<file path="src/rtl/dht11_pkg.sv">
// Shared definitions for the DHT11 single-wire sensor emulator and host reader:
// FSM state encoding, frame length, default protocol timing and the
// microsecond-to-cycle conversion.
package dht11_pkg;

    typedef enum logic [2:0] {
        ST_IDLE,
        ST_HOST_LOW,
        ST_WAIT,
        ST_RESP_LOW,
        ST_RESP_HIGH,
        ST_BIT_LOW,
        ST_BIT_HIGH,
        ST_END_LOW
    } state_t;

    localparam int FRAME_BITS = 40;

    localparam int DEF_CLK_FREQ       = 12_000_000;
    localparam int DEF_T_START_MIN_US = 10000;
    localparam int DEF_T_WAIT_US      = 30;
    localparam int DEF_T_RESP_LOW_US  = 80;
    localparam int DEF_T_RESP_HIGH_US = 85;
    localparam int DEF_T_BIT_LOW_US   = 56;
    localparam int DEF_T_ZERO_HIGH_US = 26;
    localparam int DEF_T_ONE_HIGH_US  = 70;

    // Whole clocks per microsecond times the duration; CLK_FREQ is expected
    // to be an integer number of MHz.
    function automatic int us_to_cycles(input int freq, input int us);
        return (freq / 1_000_000) * us;
    endfunction

endpackage

</file>
<file path="src/rtl/dht_line_sync.sv">
// Two-flop synchronizer for the open-drain DHT data line. Resets to 1 because
// the released line is pulled high, so reset never looks like a start pulse.
module dht_line_sync (
    input  logic clk,
    input  logic reset_n,
    input  logic din,
    output logic dout
);

    logic line_p0;

    // Double-register the asynchronous pad level into the clk domain
    always_ff @(posedge clk or negedge reset_n) begin
        if (!reset_n) begin
            line_p0 <= 1'b1;
            dout    <= 1'b1;
        end else begin
            line_p0 <= din;
            dout    <= line_p0;
        end
    end

endmodule

</file>
<file path="src/rtl/dht11_sensor_emulator.sv">
// DHT11 sensor-side responder. Waits for a host start pulse, answers with the
// response preamble, sends rh_int, rh_dec, t_int, t_dec and checksum MSB first,
// then releases the line. Optional macro DHT11_EMU_CSUM_CORRUPT_EN adds the
// corrupt_csum input, which flips checksum bit 0 for host error-path testing.
module dht11_sensor_emulator
    import dht11_pkg::*;
#(
    parameter int CLK_FREQ       = DEF_CLK_FREQ,
    parameter int T_START_MIN_US = DEF_T_START_MIN_US,
    parameter int T_WAIT_US      = DEF_T_WAIT_US,
    parameter int T_RESP_LOW_US  = DEF_T_RESP_LOW_US,
    parameter int T_RESP_HIGH_US = DEF_T_RESP_HIGH_US,
    parameter int T_BIT_LOW_US   = DEF_T_BIT_LOW_US,
    parameter int T_ZERO_HIGH_US = DEF_T_ZERO_HIGH_US,
    parameter int T_ONE_HIGH_US  = DEF_T_ONE_HIGH_US
) (
    input  logic       clk,
    input  logic       reset_n,
    input  logic       dq_in,
    output logic       dq_oe,
    input  logic [7:0] rh_int,
    input  logic [7:0] rh_dec,
    input  logic [7:0] t_int,
    input  logic [7:0] t_dec,
`ifdef DHT11_EMU_CSUM_CORRUPT_EN
    input  logic       corrupt_csum,
`endif
    output logic       busy,
    output logic       frame_done,
    output logic       short_start,
    output logic       collision
);

    localparam int N_START = us_to_cycles(CLK_FREQ, T_START_MIN_US);
    localparam int CNT_W   = $clog2(N_START + 1);

    // Phase end values are "last cycle of the phase" (N-1) since cnt starts at 0
    localparam logic [CNT_W-1:0] CNT_SAT       = CNT_W'(N_START);
    localparam logic [CNT_W-1:0] LIM_WAIT      = CNT_W'(us_to_cycles(CLK_FREQ, T_WAIT_US) - 1);
    localparam logic [CNT_W-1:0] LIM_RESP_LOW  = CNT_W'(us_to_cycles(CLK_FREQ, T_RESP_LOW_US) - 1);
    localparam logic [CNT_W-1:0] LIM_RESP_HIGH = CNT_W'(us_to_cycles(CLK_FREQ, T_RESP_HIGH_US) - 1);
    localparam logic [CNT_W-1:0] LIM_BIT_LOW   = CNT_W'(us_to_cycles(CLK_FREQ, T_BIT_LOW_US) - 1);
    localparam logic [CNT_W-1:0] LIM_ZERO      = CNT_W'(us_to_cycles(CLK_FREQ, T_ZERO_HIGH_US) - 1);
    localparam logic [CNT_W-1:0] LIM_ONE       = CNT_W'(us_to_cycles(CLK_FREQ, T_ONE_HIGH_US) - 1);
    // Early cycles of a high phase still show our own low through the synchronizer
    localparam logic [CNT_W-1:0] GUARD         = CNT_W'(3);
    localparam logic [5:0]       LAST_BIT      = 6'(FRAME_BITS - 1);

    function automatic logic [7:0] calc_csum(input logic [7:0] a, input logic [7:0] b,
                                             input logic [7:0] c, input logic [7:0] d);
        logic [9:0] sum;
        sum = {2'b00, a} + {2'b00, b} + {2'b00, c} + {2'b00, d};
        return sum[7:0];
    endfunction

    state_t                state, state_next;
    logic [CNT_W-1:0]      cnt;
    logic [5:0]            bit_idx;
    logic [FRAME_BITS-1:0] frame_sr;
    logic                  dq_sync;
    logic                  corrupt;
    logic [7:0]            csum;
    logic [CNT_W-1:0]      bit_lim;
    logic                  collide;
    logic                  dq_oe_next, busy_next, frame_done_next, short_start_next, collision_next;

    dht_line_sync u_sync (
        .clk     (clk),
        .reset_n (reset_n),
        .din     (dq_in),
        .dout    (dq_sync)
    );

`ifdef DHT11_EMU_CSUM_CORRUPT_EN
    assign corrupt = corrupt_csum;
`else
    assign corrupt = 1'b0;
`endif

    assign csum    = calc_csum(rh_int, rh_dec, t_int, t_dec) ^ {7'd0, corrupt};
    assign bit_lim = frame_sr[FRAME_BITS-1] ? LIM_ONE : LIM_ZERO;
    assign collide = ((state == ST_RESP_HIGH) || (state == ST_BIT_HIGH))
                     && (cnt >= GUARD) && !dq_sync;

    // State register
    always_ff @(posedge clk or negedge reset_n) begin
        if (!reset_n) state <= ST_IDLE;
        else          state <= state_next;
    end

    // Next-state decode
    always_comb begin
        state_next = state;
        case (state)
            ST_IDLE:      if (!dq_sync) state_next = ST_HOST_LOW;
            ST_HOST_LOW:  if (dq_sync) state_next = (cnt == CNT_SAT) ? ST_WAIT : ST_IDLE;
            ST_WAIT:      if (!dq_sync)              state_next = ST_HOST_LOW;
                          else if (cnt == LIM_WAIT)  state_next = ST_RESP_LOW;
            ST_RESP_LOW:  if (cnt == LIM_RESP_LOW)   state_next = ST_RESP_HIGH;
            ST_RESP_HIGH: if (collide)               state_next = ST_IDLE;
                          else if (cnt == LIM_RESP_HIGH) state_next = ST_BIT_LOW;
            ST_BIT_LOW:   if (cnt == LIM_BIT_LOW)    state_next = ST_BIT_HIGH;
            ST_BIT_HIGH:  if (collide)               state_next = ST_IDLE;
                          else if (cnt == bit_lim)
                              state_next = (bit_idx == LAST_BIT) ? ST_END_LOW : ST_BIT_LOW;
            ST_END_LOW:   if (cnt == LIM_BIT_LOW)    state_next = ST_IDLE;
            default:      state_next = ST_IDLE;
        endcase
    end

    // Output decode from the upcoming state so registered outputs align with it
    always_comb begin
        dq_oe_next       = (state_next == ST_RESP_LOW) || (state_next == ST_BIT_LOW)
                           || (state_next == ST_END_LOW);
        busy_next        = !((state_next == ST_IDLE) || (state_next == ST_HOST_LOW));
        frame_done_next  = (state == ST_END_LOW) && (state_next == ST_IDLE);
        short_start_next = (state == ST_HOST_LOW) && (state_next == ST_IDLE);
        collision_next   = collide;
    end

    // Output registers
    always_ff @(posedge clk or negedge reset_n) begin
        if (!reset_n) begin
            dq_oe       <= 1'b0;
            busy        <= 1'b0;
            frame_done  <= 1'b0;
            short_start <= 1'b0;
            collision   <= 1'b0;
        end else begin
            dq_oe       <= dq_oe_next;
            busy        <= busy_next;
            frame_done  <= frame_done_next;
            short_start <= short_start_next;
            collision   <= collision_next;
        end
    end

    // Phase counter (restarts on every state change, saturates for long host lows) and bit index
    always_ff @(posedge clk or negedge reset_n) begin
        if (!reset_n) begin
            cnt     <= '0;
            bit_idx <= '0;
        end else begin
            if ((state_next != state) || (state == ST_IDLE)) cnt <= '0;
            else if (cnt != CNT_SAT)                          cnt <= cnt + 1'b1;

            if (state == ST_RESP_HIGH)
                bit_idx <= '0;
            else if ((state == ST_BIT_HIGH) && (state_next == ST_BIT_LOW))
                bit_idx <= bit_idx + 1'b1;
        end
    end

    // Frame shift register: loaded once at start acceptance, shifted after each bit
    always_ff @(posedge clk) begin
        if ((state == ST_HOST_LOW) && (state_next == ST_WAIT))
            frame_sr <= {rh_int, rh_dec, t_int, t_dec, csum};
        else if ((state == ST_BIT_HIGH) && (state_next == ST_BIT_LOW))
            frame_sr <= {frame_sr[FRAME_BITS-2:0], 1'b0};
    end

endmodule

</file>
<file path="config.mk">
export PLATFORM = sky130hd
export DESIGN_NAME = dht11_sensor_emulator
export DESIGN_NICKNAME = d
export VERILOG_FILES = /design/src/rtl/dht11_pkg.sv /design/src/rtl/dht_line_sync.sv /design/src/rtl/dht11_sensor_emulator.sv
export SDC_FILE = /design/constraint.sdc
export NUM_CORES = 1
export LEC_CHECK = 0
export ABC_AREA = 1
export BUFFER_PORTS_ARGS = -buffer_cell sky130_fd_sc_hd__buf_2
export CAP_MARGIN = 30
export CORE_UTILIZATION = 30
export DETAILED_ROUTE_END_ITERATION = 12
export GPL_ROUTABILITY_DRIVEN = 1
export SYNTH_ARGS = -nofsm -noshare
export SYNTH_HDL_FRONTEND = slang
export SYNTH_SLANG_ARGS = --single-unit
</file>
<file path="constraint.sdc">
create_clock -name clk -period 7.2 [get_ports clk]
set_input_delay 0.36 -clock clk [delete_from_list [all_inputs] [get_ports clk]]
set_output_delay 0.36 -clock clk [all_outputs]
set_load 0.02 [all_outputs]
</file>
# Yosys cells after proc, flatten, opt, wreduce, memory -nomap -nowiden
# Index checks and enable logic that the tools add are counted.
# totals
ff_bits	73
inputBits	35
output_inout_bits	5
word_cells	77
# classes
add_sub_neg	5
n_lt_le_gt_ge	1
eq_ne	21
n_mux	21
n_reduce_logical	18
# ops
operator	n
40-bit two-way mux	2
17-bit by 10-bit equality test with 1-bit output, second input constant	3
17-bit two-way mux	2
3-bit two-way mux	11
8-bit adder	3
3-bit one-hot mux with 8 select lines	1
3-bit equality test, second input constant	6
17-bit by 1-bit adder with 17-bit output, second input constant	1
17-bit by 10-bit equality test with 1-bit output	1
17-bit equality test, second input constant	1
17-bit by 9-bit equality test with 1-bit output, second input constant	1
17-bit by 2-bit >= comparator with 1-bit output, second input constant	1
17-bit != test, second input constant	1
3-bit by 2-bit equality test with 1-bit output, second input constant	4
6-bit two-way mux	2
10-bit two-way mux	1
6-bit by 1-bit adder with 6-bit output, second input constant	1
3-bit by 1-bit equality test with 1-bit output, second input constant	2
6-bit equality test, second input constant	1
1-bit logical AND	6
3-bit logical NOT	2
2-bit nonzero test	3
1-bit logical OR	5
2-bit two-way mux	2
2 further kinds	3

# Logic depth before layout (Yosys ltp)
# Gate-level depths: netlist (run 1).
# depth
ltp_word	10
mapped_depth	16
ltp_nobuf	15

# Cells and area by module
# Synthesis (run 1) repeated with hierarchy kept, for this count alone.
# unflattened
hier_cells	505
area_unflattened_um2	4309.1
# modules_own_cells
mod	n_inst	cells_per_inst	area_each_um2	seq_area_each_um2
dht11_sensor_emulator	1	503	4256.6	1976.9
dht_line_sync	1	2	52.6	52.6

# Worst setup path after synthesis (run 1)
# No wires, ideal clock.
# synth_path
path_type	in2reg
start	input rh_int[1]
end	register frame_sr[7] (data pin)
setup_ns	0.254
t_arrival_ns	2.784
required_ns	6.946
path_slack_ns	4.161
stages	14
path_buffers	0
cell_sequence	fa_1 > fa_1 > ha_1 > inv_1 > fa_1 > nand3b_1 > nand2_1 > nand2_1 > nand2_1 > a21oi_1 > xor2_1 > xor2_1 > nand2_1 > o21a_1
# synth_via
elab_chain_cells	4
# synth_rtl
item	line_no	source
from (decl)	dht11_sensor_emulator.sv:21	input logic [7:0] rh_int,
8-bit adder (3 in series)	dht11_sensor_emulator.sv:52	sum = {2'b00, a} + {2'b00, b} + {2'b00, c} + {2'b00, d};
40-bit two-way mux	dht11_sensor_emulator.sv:156	if ((state == ST_HOST_LOW) && (state_next == ST_WAIT))
to (signal assigned)	dht11_sensor_emulator.sv:157	frame_sr <= {rh_int, rh_dec, t_int, t_dec, csum};
to (signal assigned)	dht11_sensor_emulator.sv:159	frame_sr <= {frame_sr[FRAME_BITS-2:0], 1'b0};
to (decl)	dht11_sensor_emulator.sv:59	logic [FRAME_BITS-1:0] frame_sr;
# No other way between the ends.
# A chain may end at the register's enable or synchronous reset.

# Worst setup path after layout (run 1)
# Same ends and word-level chain as after synthesis.

==> metrics.md, run 1 <==
| Metric | Value |
|---|---|
| Outcome | finished clean |
| Syn Nets | around 560 |
| Vias in the first global route | between 3000 and 4000 |
| F_max | 0.335 GHz |
| PortBufs | 39 |
| Final wirelength | around 9.1 mm |
| Initial antenna violation count | 0 |
| Largest net degree at the start of global routing | between 40 and 50 |
| RR Endpoint | frame_sr[12] |
| RSZ-0062 raised after global routing | no |
| Final setup TNS | 0 ns |
| Yosys top cell by area | edfxtp_1 |
| I/O pins | 40 |
| CTS Hold Bufs | 0 |
| Setup violations, final | 0 |
| Largest cells by area after synthesis | edfxtp_1, dfrtp_1, nand2_1 |
| Startpoint Class | input port |
| CTS H-tree lvls | 3 |
| Crit path depth | 15 |
| Postcts setup bufs | 0 |
| Rel. slew slack | between 50 and 60% |
| Share of the synthesized area in the top cell type | around 28% |
| Syn avg cell area | 8.53 sq um |
| Critical Path End Type | register |
| FILL cells | about 1400 |
| Post-layout min period | about 3 ns |
| Die Y | 122 microns |
| Max VDD drop | approximately 0.15 mV |
| HPWL after DPL | between 6 and 7 mm |
| Top-count cell post-synth | nand2_1 |
| Diodes inserted | 0 |
| CP arrival | a little over 3 ns |
| Final hold violation count | 0 |
| Synth cell count leaders | nand2_1, inv_1, nor2_1, edfxtp_1, dfrtp_1 |
| Static leakage | around 2.3 nW |
| CTS tree | built |
| Max incr delay on CP | 0.53 ns |
| Hold WS | slightly below 0.08 ns |
| Final RePlAce weighted congestion | 0.854 |
| Fin. max-slew vios | 0 |
| Worst-Skew Late Latency | about 0.34 ns |
| Fin nets | between 600 and 700 |
| R2r setup slk | between 4 and 5 ns |
| Clock sink total | 73 |
| Synth Cell Area | 4310 sq um |
| Wire per inst | approximately 12 microns |
| Row count | 43 |
| Worst Hold Class | in2async |
| Crit Reg-Reg Startpoint | cnt[1] |
| Beginning of the critical path | rh_int[1] |
| CP max FO | 2 |
| Maximum buffer depth of the clock tree | 2 |
| CTS root buffer | clkbuf_16 |
| Global-route wire length before repair | 15.9 mm |
| CP Capture Point | frame_sr[7] |
| Pwr per Cell Area | ~230 nW/um^2 |
| Critical Path RT | about 7.3 ns |
| DR pass1 iterations | 4 |
| Routed Antenna Nets | 0 |
| Worst path slowest cell | fa_1 |
| CTS Buf Count | 9 |
| Initial Utilization | approximately 31% |
| Initial DRC Count | 194 |
| CP bufs+invs | 2 |
| Total gr overflow | 0 |
| Clk slew on worst S/H paths | 0.06 ns |
| P&R area growth vs syn | 16.4% |
| Sequential element share of the synthesized area | between 40 and 50% |
| Synth warnings | 0 |
| Post-CTS sizing | 0 |
| Vias per inst | 4.55 |
| Crit path max-delay family | adder cells |
| Cell Chain, Critical Path | buf_2 > fa_1 > fa_1 > ha_1 > inv_1 > fa_1 > nand3b_1 > nand2_1 > nand2_1 > nand2_1 > a21oi_1 > xor2_1 > xor2_1 > nand2_1 > o21a_1 |
| Layout cells sized above 1 | between 10% and 20% |
| Mapped Cells | a little over 500 |
| Core Area | 13900 sq um |
| Max-cap viol count | 0 |
| Measured slew at the worst slew-check pin | about 0.73 ns |
| Setup CP Type | in2reg |
| Cell count of the worst reg-to-reg path | 10 |
| #FFs+latches synth | 73 |
| Fin Clk Skew | a little over 0.007 ns |
| Via count | approximately 3300 |
| Final worst-path cycle share | between 40% and 50% |
| Most common cell on crit path | nand2_1 |
| Die X-Extent | ~120 microns |
| Die area | around 15000 sq um |
| Distinct cells, synth | 33 |
| Asr flop ratio synth | a little under half |
| Most common flop cell mapped by yosys | edfxtp_1 |
| Post-synth EDFFs | 40 |
| Overall Global Routing Usage | approximately 14% |
| DRC Markers | 0 |
[sequential cells by signal, indices dropped and copies added (netlist names)]
register and flops:
bit_idx 6, busy 1, cnt 17, collision 1
dq_oe 1, frame_done 1, frame_sr 40, short_start 1
state 3, u_sync.dout 1, u_sync.line_p0 1
[metal layers]
layer	vias up	wire, microns	global-route usage [%]
met4	0	148	5.56
li1	1688	-	-
met1	1531	4210	17.8
met5	-	0	0
met3	14	569	4.78
met2	95	4200	21.9
[logic make-up (layout without fill, tap and decap cells)]
logic type | count (synthesis) | in the layout | share of synthesized area, %
adder cells (fa/ha/maj) | 24 | 24 | 9.41
XOR/XNOR | 21 | 21 | 4.27
buffers and inverters | 64 | 111 | 6.01
AND/OR/NAND/NOR | 293 | 293 | 29.2
flip-flops | 73 | 73 | 47.1
AO/OA/AOI/OAI | 30 | 30 | 4.01
[report_power, final]
part / switching [mW] / internal, mW / total (mW) / leakage, nW
logic: 0.126 / 0.0750 / 0.201 / 1.28
registers: 0.00855 / 0.447 / 0.456 / 0.810
clock network: 0.166 / 0.318 / 0.483 / 0.161
total: 0.300 / 0.840 / 1.14 / 2.25
[stage by stage]
stage / instance area (sq um) / setup WS (ns) / utilization, % / total power, mW / instances
floorplan: 4310 / 4.16 / - / 0.617 / 505
global placement: 4690 / 3.93 / 33.6 / 0.663 / 716
detailed placement: 4690 / 3.85 / 33.6 / 0.666 / 716
CTS: 5020 / 4.21 / 36.0 / 1.16 / 732
global route: 5020 / 4.00 / 36.0 / 1.20 / 732
finish: 5020 / 4.21 / 36.0 / 1.14 / 732
[cells in the final DEF, fill, tap and decap left out, types with 2 or more instances in the layout]
cell type and n:
clkbuf_1 2, dfrtp_1 31, nand3_2 2, nand3b_1 3, nand3_1 22, fa_1 14
nor3_1 12, buf_4 2, inv_1 51, xnor2_1 6, dfstp_2 2, o21a_1 3
ha_1 10, xor2_1 15, nand2_1 168, buf_2 39, a21oi_1 11, nor2_2 20
clkbuf_8 3, clkbuf_16 10, o21ai_0 11, nor2_1 51, nand2_2 4, inv_2 3
nand4_1 7, edfxtp_1 40
[final cells by class]
| class | count | area, sq um | area share, % |
|---|---|---|---|
| clock buffers | 15 | 299 | 5.96 |
| clock inverters | 1 | 30.0 | 0.599 |
| inverters | 54 | 203 | 4.04 |
| multi-input cells | 368 | 2020 | 40.3 |
| flip-flops and latches | 73 | 2030 | 40.4 |
| well taps | 180 | 225 | 4.49 |
| repair buffers | 41 | 210 | 4.19 |
[how the worst min path moves through the flow]
stage	start	to	slack, ns
after floorplan	reset_n	bit_idx[0]	0.06
after global placement	u_sync.line_p0	u_sync.dout	0.35
after detailed placement	u_sync.line_p0	u_sync.dout	0.35
after CTS	dq_in	u_sync.line_p0	0.10
after global routing	dq_in	u_sync.line_p0	0.10
final	reset_n	cnt[5]	0.08
Note: power is estimated with default switching activity, not from simulation.
==> inputs of run 2 (changes only) <==
==> constraint.sdc (replaced) <==
create_clock -name clk -period 2.62 [get_ports clk]
set_input_delay 0.131 -clock clk [delete_from_list [all_inputs] [get_ports clk]]
set_output_delay 0.131 -clock clk [all_outputs]
set_load 0.02 [all_outputs]
==> run 2 against run 1 <==
- the run now ends with setup timing left
- first-iteration DRC count shrank 30%
- core utilization grew 1.2 points
- clock skew grew 0.0018 ns
- sequential cell count is the same
- sequential power grew to 2.7 times the previous value
- cell count grew 3.0%
- critical endpoint unchanged
- largest power group is now sequential cells
- highest routed layer unchanged
==> metrics.md, run 2 (same netlist as run 1, synthesis figures left out) <==
| Metric | Value |
|---|---|
| Via count | 3446 (+3.5%) |
| CTS root buffer | clkbuf_16 |
| Row count | 43 (unchanged) |
| Setup violations, final | 1 (+1) |
| Clock sink total | 73 (unchanged) |
| Regs by FF count | frame_sr x40, cnt x17, bit_idx x6 |
| Vias in the first global route | 3631 (+10%) |
| Routed Antenna Nets | 0 (unchanged) |
| PortBufs | 39 (unchanged) |
| Fin worst setup slack | -0.167 ns (-4.38 ns) |
| Number of flip-flops in the largest register | 40 (unchanged) |
| Maximum buffer depth of the clock tree | 2 (unchanged) |
| Final RePlAce weighted congestion | 0.880 (+3.1%) |
| Measured slew at the worst slew-check pin | 0.748 ns (+0.0163 ns) |
| Rel. slew slack | 50.2% (-1.1 points) |
| Diodes inserted | 0 (unchanged) |
| RSZ-0062 raised after global routing | yes |
| DRC Markers | 0 (unchanged) |
| Critical Path End Type | register |
| Clk slew on worst S/H paths | 0.06 ns (about the same) |
| Wire per inst | 12.7 microns (+2.0%) |
| CTS H-tree lvls | 3 (unchanged) |
| Critical Path RT | 2.71 ns (-4.58 ns) |
| Fin. max-slew vios | 0 (unchanged) |
| Final wirelength | 9.59 mm (+5.1%) |
| DR pass1 iterations | 5 (+1) |
| Outcome | finished, violations left |
| Die Y | 122 microns (unchanged) |
| HPWL after DPL | 7.13 mm (+4.9%) |
| Overall Global Routing Usage | 14.5% (+0.48 points) |
| Initial antenna violation count | 0 (unchanged) |
| Final worst-path cycle share | 106% |
| Startpoint Class | input port |
| Layout cells sized above 1 | 20.4% (+4.1 points) |
| Commonest non-fill, non-tap cell in the layout | nand2_1 |
| Most frequent cells in the layout | nand2_1, nor2_1, inv_1 |
| Initial DRC Count | 135 (-30%) |
| Pre-CTS setup slack | -0.434 ns (-4.29 ns) |
| Core Area | 13900 sq um (unchanged) |
| Total gr overflow | 0 (unchanged) |
| Pwr per Cell Area | 582 nW/um^2 (+160%) |
| Global-route wire length before repair | 16.7 mm (+5.1%) |
| Max VDD drop | 0.291 mV (+100%) |
| Setup CP Type | in2reg |
| I/O pins | 40 (unchanged) |
| CP arrival | 2.88 ns (-0.20 ns) |
| Final hold violation count | 0 (unchanged) |
| Violated checks | setup timing |
| Vias per inst | 4.57 (+0.52%) |
| CTS Buf Count | 9 (unchanged) |
| Core Util, Final | 37.2% (+1.2 points) |
| Worst-Skew Late Latency | 0.34 ns (about the same) |
| Worst Hold Class | in2reg |
| FILL cells | 1427 (+0.92%) |
| Largest Register | frame_sr |
| Die X-Extent | 122 microns (unchanged) |
| P&R area growth vs syn | 20.3% |
| Initial Utilization | 30.9% (unchanged) |
| Fin nets | 628 (+3.6%) |
| CP max FO | 2 (unchanged) |
| Die area | 14800 sq um (unchanged) |
| CTS tree | built |
| F_max | approximately 0.36 GHz |
| Largest net degree at the start of global routing | 41 (-8.9%) |
| Static leakage | 2.33 nW (+3.5%) |
| Post-layout min period | 2.79 ns |
| Fin Clk Skew | 0.00901 ns (+0.00185 ns) |
| Max-cap viol count | 0 (unchanged) |
[run 2: cell types whose count changed in the layout (fill, tap and decap cells not counted), moves of 2 or more]
| cell | change |
|---|---|
| buf_4 | +18 |
| clkbuf_8 | -3 |
| nand2_1 | -3 |
| buf_12 | +2 |
| buf_2 | -2 |
| buf_6 | +2 |
| clkinv_2 | +2 |
| dlygate4sd3_1 | +2 |
| fa_1 | -2 |
| fa_2 | +2 |
| nand2_2 | +2 |
[run 2: layout make-up]
class                           count  area (sq um)  share of cell area [%]
Clock buffer                       12           236                    4.56
Clock inverter                      4          21.3                   0.410
Inverter                           54           203                    3.91
Multi-Input combinational cell    368          2050                    39.5
Timing Repair Buffer               63           418                    8.06
Sequential cell                    73          2030                    39.2
Tap cell                          180           225                    4.35
[run 2: worst paths after layout]
| path | start | endpoint | slack, ns | depth (start not counted) |
|---|---|---|---|---|
| worst max-delay path | rh_dec[1] | frame_sr[7] | -0.17 | 15 |
| worst min-delay path | rh_int[1] | frame_sr[33] | 0.07 | 3 |
| worst max register to register | cnt[1] | frame_sr[15] | 0.26 | 10 |
| worst min register to register | u_sync.line_p0 | u_sync.dout | 0.36 | 0 |
| max in group asynchronous | reset_n | state[2] | 1.74 | 2 |
| min in group asynchronous | reset_n | frame_done | 0.40 | 2 |
[run 2: stage by stage]
step / hold WS [ns] / total power, mW / area, sq um / setup TNS (ns) / std cells
floorplan: -0.165 / 1.70 / 4310 / -0.157 / 505
detailed placement: 0.242 / 1.88 / 4830 / -0.599 / 731
global route: 0.100 / 3.18 / 5180 / -0.207 / 754
global placement: 0.235 / 1.87 / 4830 / -0.467 / 731
finish: 0.0737 / 3.02 / 5180 / -0.167 / 754
CTS: 0.0662 / 3.04 / 5170 / -0.0366 / 755
[run 2: report_power, final]
group	total [mW]	internal (mW)	switching [mW]
Combinational	0.670	0.279	0.392
Sequential	1.25	1.23	0.0225
Clock	1.10	0.635	0.461
[run 2: critical path, cell delays in order]
cell      delay [ns]
buf_6           0.10
fa_1            0.49
fa_1            0.52
ha_2            0.18
inv_2           0.04
fa_2            0.33
nand3b_1        0.20
nand2_1         0.12
nand2_2         0.07
nand2_2         0.06
a21oi_2         0.05
xor2_1          0.20
xor2_1          0.18
nand2_1         0.08
o21a_1          0.11
[run 2: routing by layer]
layer  part of all wire [%]  vias to the layer above  global-route usage, %
met5                      0                        -                      0
met4                    2.1                        0                   6.17
met3                    4.6                       18                   3.70
met2                     47                       91                   23.9
met1                     46                     1606                   18.0
li1                       -                     1731                      -
[run 2: timing repair]
item,CTS,global route
setup endpoints to repair,1,60
buffers inserted,6,2
pin swaps,9,10
endpoints found under the hold margin,32,0
resized for setup,8,4
hold buffers,2,0
